### config.mk
export PLATFORM = sky130hd
export DESIGN_NAME = sdram_cmd_monitor
export DESIGN_NICKNAME = d
export VERILOG_FILES = /design/src/rtl/sdram_cmd_monitor.sv
export SDC_FILE = /design/constraint.sdc
export NUM_CORES = 1
export LEC_CHECK = 0
export ABC_AREA = 1
export ABC_CLOCK_PERIOD_IN_PS = 3100
export BUFFER_PORTS_ARGS = -buffer_cell sky130_fd_sc_hd__buf_4
export CAP_MARGIN = 20
export CORE_ASPECT_RATIO = 2
export CORE_MARGIN = 2
export CORE_UTILIZATION = 55
export DETAILED_ROUTE_END_ITERATION = 7
export GPL_TIMING_DRIVEN = 0
export PLACE_DENSITY = 0.72
export SYNTH_ARGS = -nofsm -noshare
export SYNTH_HDL_FRONTEND = slang
export SYNTH_SLANG_ARGS = --single-unit
### constraint.sdc
create_clock -name clk -period 3.1 [get_ports clk]
set_input_delay 0.155 -clock clk [delete_from_list [all_inputs] [get_ports clk]]
set_output_delay 0.155 -clock clk [all_outputs]
set_load 0.01 [all_outputs]
### src/rtl/sdram_cmd_monitor.sv
// SDRAM command-bus monitor: decodes controller commands, models per-bank row/timing state,
// flags protocol errors and pulses rd_valid after CAS latency. Optional statistics: SDRAM_CMD_STATS_EN.
module sdram_cmd_monitor #(
  parameter int ROW_W   = 13,
  parameter int T_RCD   = 2,
  parameter int T_RP    = 2,
  parameter int T_RAS   = 5,
  parameter int T_RFC   = 7,
  parameter int CAS_LAT = 2
) (
  input  logic             clk,
  input  logic             rst,
  input  logic [3:0]       command,
  input  logic [1:0]       bank,
  input  logic [ROW_W-1:0] addr,
  output logic [3:0]       bank_open,
  output logic [3:0]       bank_busy,
  output logic             refreshing,
  output logic             row_hit,
  output logic             rd_valid,
  output logic             err,
  output logic [2:0]       err_code
`ifdef SDRAM_CMD_STATS_EN
  ,
  output logic [15:0]      act_cnt,
  output logic [15:0]      rw_cnt,
  output logic [15:0]      err_cnt
`endif
);

  localparam int CW = 8;

  localparam logic [3:0] CMD_NOP = 4'b0111;
  localparam logic [3:0] CMD_ACT = 4'b0011;
  localparam logic [3:0] CMD_RD  = 4'b0101;
  localparam logic [3:0] CMD_WR  = 4'b0100;
  localparam logic [3:0] CMD_PRE = 4'b0010;
  localparam logic [3:0] CMD_REF = 4'b0001;
  localparam logic [3:0] CMD_LMR = 4'b0000;

  typedef enum logic [1:0] {
    ST_IDLE        = 2'd0,
    ST_ACTIVATING  = 2'd1,
    ST_ACTIVE      = 2'd2,
    ST_PRECHARGING = 2'd3
  } bank_state_e;

  // Per-bank state record; bank_q is the observable FSM state for each bank.
  typedef struct packed {
    bank_state_e      st;
    logic [ROW_W-1:0] row;
    logic [CW-1:0]    trcd;
    logic [CW-1:0]    trp;
    logic [CW-1:0]    tras;
  } bank_t;

  bank_t              bank_q [4];
  bank_t              bank_d [4];
  bank_state_e        eff_st [4];
  logic [CW-1:0]      rfc_q, rfc_d;
  logic [CAS_LAT-1:0] rd_pipe_q, rd_pipe_d;
  logic [CAS_LAT:0]   rd_pipe_ext;
  logic [3:0]         open_q, open_d, busy_q, busy_d;
  logic               refreshing_q, row_hit_q, err_q;
  logic [2:0]         err_code_q, code_d;
  logic               any_not_idle, pre_all_block, pre_block, refr_now;
  logic               legal, do_act, do_rd, do_wr, do_pre, do_ref;

  function automatic logic [CW-1:0] sat_dec(input logic [CW-1:0] v);
    return (v == '0) ? v : v - CW'(1);
  endfunction

  // A counter that has already reached 0 means the transition is due this edge,
  // so commands are judged against the state the bank is effectively in.
  always_comb begin
    any_not_idle  = 1'b0;
    pre_all_block = 1'b0;
    for (int b = 0; b < 4; b++) begin
      eff_st[b] = bank_q[b].st;
      if (bank_q[b].st == ST_ACTIVATING && bank_q[b].trcd == '0) eff_st[b] = ST_ACTIVE;
      if (bank_q[b].st == ST_PRECHARGING && bank_q[b].trp == '0) eff_st[b] = ST_IDLE;
      if (eff_st[b] != ST_IDLE) any_not_idle = 1'b1;
      if ((eff_st[b] == ST_ACTIVE || eff_st[b] == ST_ACTIVATING) && bank_q[b].tras != '0)
        pre_all_block = 1'b1;
    end
    refr_now  = (rfc_q != '0);
    pre_block = addr[10] ? pre_all_block : (bank_q[bank].tras != '0);
  end

  always_comb begin
    code_d = 3'd0;
    case (command)
      CMD_ACT:        if (eff_st[bank] != ST_IDLE) code_d = 3'd1;
                      else if (refr_now) code_d = 3'd5;
      CMD_RD, CMD_WR: if (eff_st[bank] != ST_ACTIVE) code_d = 3'd2;
                      else if (refr_now) code_d = 3'd5;
      CMD_PRE:        if (pre_block) code_d = 3'd3;
                      else if (refr_now) code_d = 3'd5;
      CMD_REF:        if (any_not_idle) code_d = 3'd4;
                      else if (refr_now) code_d = 3'd5;
      CMD_LMR:        if (any_not_idle) code_d = 3'd6;
                      else if (refr_now) code_d = 3'd5;
      default:        code_d = 3'd0;
    endcase
    legal  = (code_d == 3'd0);
    do_act = legal && (command == CMD_ACT);
    do_rd  = legal && (command == CMD_RD);
    do_wr  = legal && (command == CMD_WR);
    do_pre = legal && (command == CMD_PRE);
    do_ref = legal && (command == CMD_REF);
  end

  always_comb begin
    for (int b = 0; b < 4; b++) begin
      bank_d[b].st   = eff_st[b];
      bank_d[b].row  = bank_q[b].row;
      bank_d[b].trcd = sat_dec(bank_q[b].trcd);
      bank_d[b].trp  = sat_dec(bank_q[b].trp);
      bank_d[b].tras = sat_dec(bank_q[b].tras);
      if (do_act && bank == 2'(b)) begin
        bank_d[b].st   = ST_ACTIVATING;
        bank_d[b].row  = addr;
        bank_d[b].trcd = CW'(T_RCD - 1);
        bank_d[b].tras = CW'(T_RAS - 1);
      end
      if (do_pre && (addr[10] || bank == 2'(b)) &&
          (eff_st[b] == ST_ACTIVE || eff_st[b] == ST_ACTIVATING)) begin
        bank_d[b].st  = ST_PRECHARGING;
        bank_d[b].trp = CW'(T_RP - 1);
      end
      open_d[b] = (bank_d[b].st == ST_ACTIVE);
      busy_d[b] = (bank_d[b].st == ST_ACTIVATING) || (bank_d[b].st == ST_PRECHARGING);
    end
    if (do_ref) rfc_d = CW'(T_RFC);
    else        rfc_d = sat_dec(rfc_q);
    rd_pipe_ext = {rd_pipe_q, do_rd};
    rd_pipe_d   = rd_pipe_ext[CAS_LAT-1:0];
  end

  always_ff @(posedge clk) begin
    if (rst) begin
      for (int b = 0; b < 4; b++) bank_q[b] <= '0;
      rfc_q        <= '0;
      rd_pipe_q    <= '0;
      open_q       <= '0;
      busy_q       <= '0;
      refreshing_q <= 1'b0;
      row_hit_q    <= 1'b0;
      err_q        <= 1'b0;
      err_code_q   <= 3'd0;
    end else begin
      for (int b = 0; b < 4; b++) bank_q[b] <= bank_d[b];
      rfc_q        <= rfc_d;
      rd_pipe_q    <= rd_pipe_d;
      open_q       <= open_d;
      busy_q       <= busy_d;
      refreshing_q <= (rfc_d != '0);
      row_hit_q    <= (do_rd || do_wr) && (addr == bank_q[bank].row);
      err_q        <= !legal;
      if (!legal) err_code_q <= code_d;
    end
  end

  assign bank_open  = open_q;
  assign bank_busy  = busy_q;
  assign refreshing = refreshing_q;
  assign row_hit    = row_hit_q;
  assign rd_valid   = rd_pipe_q[CAS_LAT-1];
  assign err        = err_q;
  assign err_code   = err_code_q;

`ifdef SDRAM_CMD_STATS_EN
  logic [15:0] act_cnt_q, rw_cnt_q, err_cnt_q;

  always_ff @(posedge clk) begin
    if (rst) begin
      act_cnt_q <= '0;
      rw_cnt_q  <= '0;
      err_cnt_q <= '0;
    end else begin
      if (do_act && act_cnt_q != 16'hFFFF) act_cnt_q <= act_cnt_q + 16'd1;
      if ((do_rd || do_wr) && rw_cnt_q != 16'hFFFF) rw_cnt_q <= rw_cnt_q + 16'd1;
      if (!legal && err_cnt_q != 16'hFFFF) err_cnt_q <= err_cnt_q + 16'd1;
    end
  end

  assign act_cnt = act_cnt_q;
  assign rw_cnt  = rw_cnt_q;
  assign err_cnt = err_cnt_q;
`else
  // Statistics counters are not built in this configuration.
`endif

endmodule

# Word level (Yosys, flattened, before mapping)
# Memories as Yosys holds them, arrays and structs flattened.
# Index checks and enable logic that the tools add are counted.
# word_totals
register_bits	24
latchBits	0
mem_bits_rw	156
mem_bits_ro	0
in_bits	21
out_inout_bits	15
wordCells	203
n_memories	1
# mem_list
memory	words	word_bits	read_ports	rd_ports_with_merged_regs	write_ports	line	rtl
bank_q	4	39	5	0	4	57	bank_t bank_q [4];
# classes
n_addsub	13
n_mul	0
div	0
order_cmp	1
eq_ne	38
n_shift	0
muxes	64
bitwise	5
n_reduce_logical	73
# op_table
operator	n
8-bit two-way mux	22
39-bit two-way mux	4
8-bit zero test	13
8-bit by 1-bit subtractor with 8-bit output, second input constant	13
23-bit two-way mux	4
8-bit nonzero test	7
2-bit == test, second input constant	18
1-bit logical AND	30
2-bit two-way mux	14
2-bit by 1-bit == test with 1-bit output, second input constant	13
3-bit two-way mux	6
3-bit one-hot mux with 5 select lines	1
13-bit == test	1
1-bit logical OR	13
1-bit two-way mux	12
2-bit nonzero test	5
4-bit by 2-bit == test with 1-bit output, second input constant	2
4-bit by 3-bit == test with 1-bit output, second input constant	2
2-bit binary-select mux with 2-bit select	1
4-bit by 1-bit == test with 1-bit output, second input constant	1
4-bit zero test	1
1-bit OR	4
3-bit greater-or-equal comparator, second input constant	1
3-bit zero test	1
other kinds (5)	5

# Longest topological paths before layout
# logic_depth
ltp_word	21
ltp_mapped	25

# Worst setup path before layout
# No wires, ideal clock.
# synth_path
path_type	flip-flop to flip-flop
from	memory bank_q[3][16] in the netlist's numbering
to	memory bank_q[3][38] in the netlist's numbering
arrival_time_ns	2.601
path_slack_ns	0.372
path_stages_with_launch	25
synth_period_minus_slack_ns	2.728
path_cell_list	dfxtp_1 inv_1 ha_1 inv_1 nor3_1 nand3_1 nand2_1 nand2_1 ha_1 inv_1 nor2_1 nor2_1 nand3_1 nand2_1 nand2_1 nand2_1 nand2_1 inv_1 nand3_1 nor2_2 buf_6 nand4_4 buf_2 nand3b_1 o21ai_1
# synth_lines
element	line
start, declared	57

==> metrics.txt <==
outcome complete, but fails checks; failing checks hold timing, setup timing; Die Wd 94.3 um; clock sink total 176; total gr overflow 0; worst-path maximum fanout 8; Reg2Reg Setup Slack -0.002 ns; peak supply drop 0.556 mV; Ys Warns 0; RePlAce Congestion 0.900; hold path startpoint addr[3]; Required @ worst endpoint 3.46 ns; layout overhead on the synthesized area 19.6%; area occupied by multi-input gates 4730 um2; f_max 322 MHz; H-tree depth 4; CP peak stage delay 0.32 ns; syn nets 1,317; reg2reg start bank_q[3][12]$_SDFFE_PP0P_; fin crit share 100%; hold depth 3; largest net degree at the start of global routing 17; total wire length 22.7 mm; Max clock buf depth 2; Routed Antenna Nets 0; worst endpoint data arrival time 3.47 ns; most used cell, CP nand2_1; layout cells sized above 1 15.9%; Hold Vio Cnt, Final 1; CP Class reg -> reg; FF+latch area 3530 um2; first-pass GRT wire length 36.5 mm; Initial Util 55.6%; Hold WS -0.00336 ns; via count 8,167; element type at the critical path end flip-flop; Leak 5.28 nW; Ant. Diodes 0; WL per Instance 14.4 um; Synth top cells by count nand2_1, nor2_1, dfxtp_1; measured slew at the worst slew-check pin 1.00 ns; initial antenna violation count 0; Mean Syn Cell Area 7.10 um2; register area share after synthesis 39.3%; area leader, netlist dfxtp_1; power per cell area 926 nW/um2; Port Buffer Count 34; Setup Skew 0.0110 ns; Max Cap Viol 0; Yosys cell types 40; fin nets 1,408; final setup fails 1; DRT iter0 DRCs 502; Synth Flop Type dfxtp_1; RSZ-0062 raised after global routing true; Tot GR Track Use 26.5%; Max Slew Vio Count 0; #FFs+latches synth 176; Hold Crit Class in -> reg; vias in the first global route 7,800; Slew Limit Headroom 32.6%; Residual DRC 0; core area 16,100 um2; Cell Area, Synth 8960 um2; area fraction of the dominant cell type after synthesis 39.3%; Worst Hold End bank_q[0][27]$_SDFFE_PP0P_; die area 17,400 um2; clk slew on worst S/H paths 0.07 ns; top post-synthesis cells by area dfxtp_1, nand2_1, nor2_1; placed cells 1,501; DR pass1 iterations 6; worst r2r dst bank_q[3][8]$_SDFFE_PP0P_; Finished Layout Cells 1,571; FF-to-FF path depth 21; fill cell count 1,405; number of buffers created by CTS 17; count leader, synth nand2_1; post-layout min period 3.10 ns; Slowest cell on crit path dfxtp_1; CTS tree built; Post-synth EDFFs 0; Syn Inst Count 1,263; die height 185 um; FP Rows 66; Post-DP HPWL 15.6 mm; Final WS setup -0.00180 ns; total power 9.92 mW; critical path launch point type flip-flop; Async S/R FF share, synth 0%; Clock Latency Late Sink 0.44 ns; crit-path cells inv_1 > nand2_1 > nor2_1 > nand3_2 > nand2_2 > ha_4 > inv_4 > nor2_4 > nor2_1 > nand3_1 > nand2_1 > nand2_1 > nand2_1 > nand2_1 > inv_1 > nand3_2 > nor2_4 > buf_8 > nand4_1 > buf_4 > a21oi_2; # IOs 36; Root Driver clkbuf_16; via density per instance 5.20
==> kinds of logic after synthesis <==
logic type / after synthesis / synth area share (%)
adders and majority gates: 33 / 4.61
AOI/OAI and AO/OA: 89 / 6.06
buffers and inverters: 228 / 10.4
DFF: 176 / 39.3
xor gates and xnor gates: 77 / 7.53
and+or+nand+nor: 660 / 32.1
==> critical path, delay by kind of cell, from the launching register on <==
family | cells | cell delay [ns]
AO/OA/AOI/OAI | 1 | 0.13
adder cells (fa/ha/maj) | 1 | 0.21
buffers and inverters | 5 | 0.66
flip-flops | 1 | 0.32
AND/OR/NAND/NOR | 14 | 1.72
==> placed cells by master (no fill, tap or decap), types with 12 or more instances in the layout <==
cell,Yosys,final
a21oi_1,30,26
nor2_2,10,12
o21ai_0,23,23
dfxtp_1,176,174
nand3_1,53,49
inv_2,17,21
inv_1,174,168
nand2_1,263,252
ha_1,33,30
nand4_1,16,16
clkbuf_16,0,17
xor2_1,56,56
nor3_1,75,63
nor2_1,215,211
buf_6,3,15
buf_4,10,67
xnor2_1,21,21
==> how the worst max path moves through the flow <==
stage	startpoint	endpoint	slack (ns)
after global routing	bank_q[3][13]$_SDFFE_PP0P_	bank_q[3][8]$_SDFFE_PP0P_	-0.18
after detailed placement	bank_q[3][16]$_SDFFE_PP0P_	bank_q[1][10]$_SDFFE_PP0P_	-0.26
final	bank_q[3][12]$_SDFFE_PP0P_	bank_q[3][8]$_SDFFE_PP0P_	-0.002
after floorplan	bank_q[3][16]$_SDFFE_PP0P_	bank_q[3][38]$_SDFF_PP0_	0.37
after CTS	bank_q[3][17]$_SDFFE_PP0P_	bank_q[1][13]$_SDFFE_PP0P_	0.02
after global placement	bank_q[3][16]$_SDFFE_PP0P_	bank_q[1][10]$_SDFFE_PP0P_	-0.23
==> state kept, by name, indices dropped and copies added, names as in the netlist <==
signal and cells:
err_code 3, rfc_q 8, bank_busy 1, refreshing 1, err 1, row_hit 1, bank_open 4, rd_pipe_q 2
bank_q 155
==> stage by stage <==
step / instance area [um2] / util [%] / hold WS, ns / TNS [ns] / setup WS (ns)
3_3_place_gp: 9470 / 58.8 / 0.393 / -13.83 / -0.232
2_1_floorplan: 8960 / - / 0.290 / 0 / 0.372
6_report: 10700 / 66.5 / -0.00336 / -0.00180 / -0.00180
3_5_place_dp: 9470 / 58.8 / 0.399 / -16.90 / -0.255
5_1_grt: 10700 / 66.5 / 0.00615 / -10.34 / -0.177
4_1_cts: 10400 / 64.6 / 0.00239 / 0 / 0.0187
==> layer usage <==
metal | global-route usage, % | wire [um] | share of wire [%]
met4 | 13.1 | 820 | 3.6
met1 | 31.5 | 9510 | 42
met3 | 3.68 | 1020 | 4.5
met5 | 0 | 0 | 0
met2 | 46.0 | 11300 | 50
==> final cells by class <==
| cell class | count | area share, % |
|---|---|---|
| buffer | 37 | 2.73 |
| clock buffer | 18 | 4.01 |
| clock inverter | 14 | 1.69 |
| inverter | 191 | 6.74 |
| multi-input combinational | 859 | 44.2 |
| sequential | 176 | 32.9 |
| tap | 204 | 2.38 |
| timing repair buffer | 72 | 5.38 |
==> report_power, final <==
group / switching (mW) / internal [mW] / leakage [nW]
sequential: 0.410 / 2.86 / 1.44
combinational: 2.62 / 1.78 / 3.54
clock: 0.974 / 1.28 / 0.295
==> repair_timing <==
item,in CTS,in global routing
hold buffers,7,0
resized for setup,35,62
setup buffers,17,15
endpoints found under the hold margin,22,0
pin swaps,16,22
setup endpoints to repair,142,150
Power figures use the tool's default switching activity.
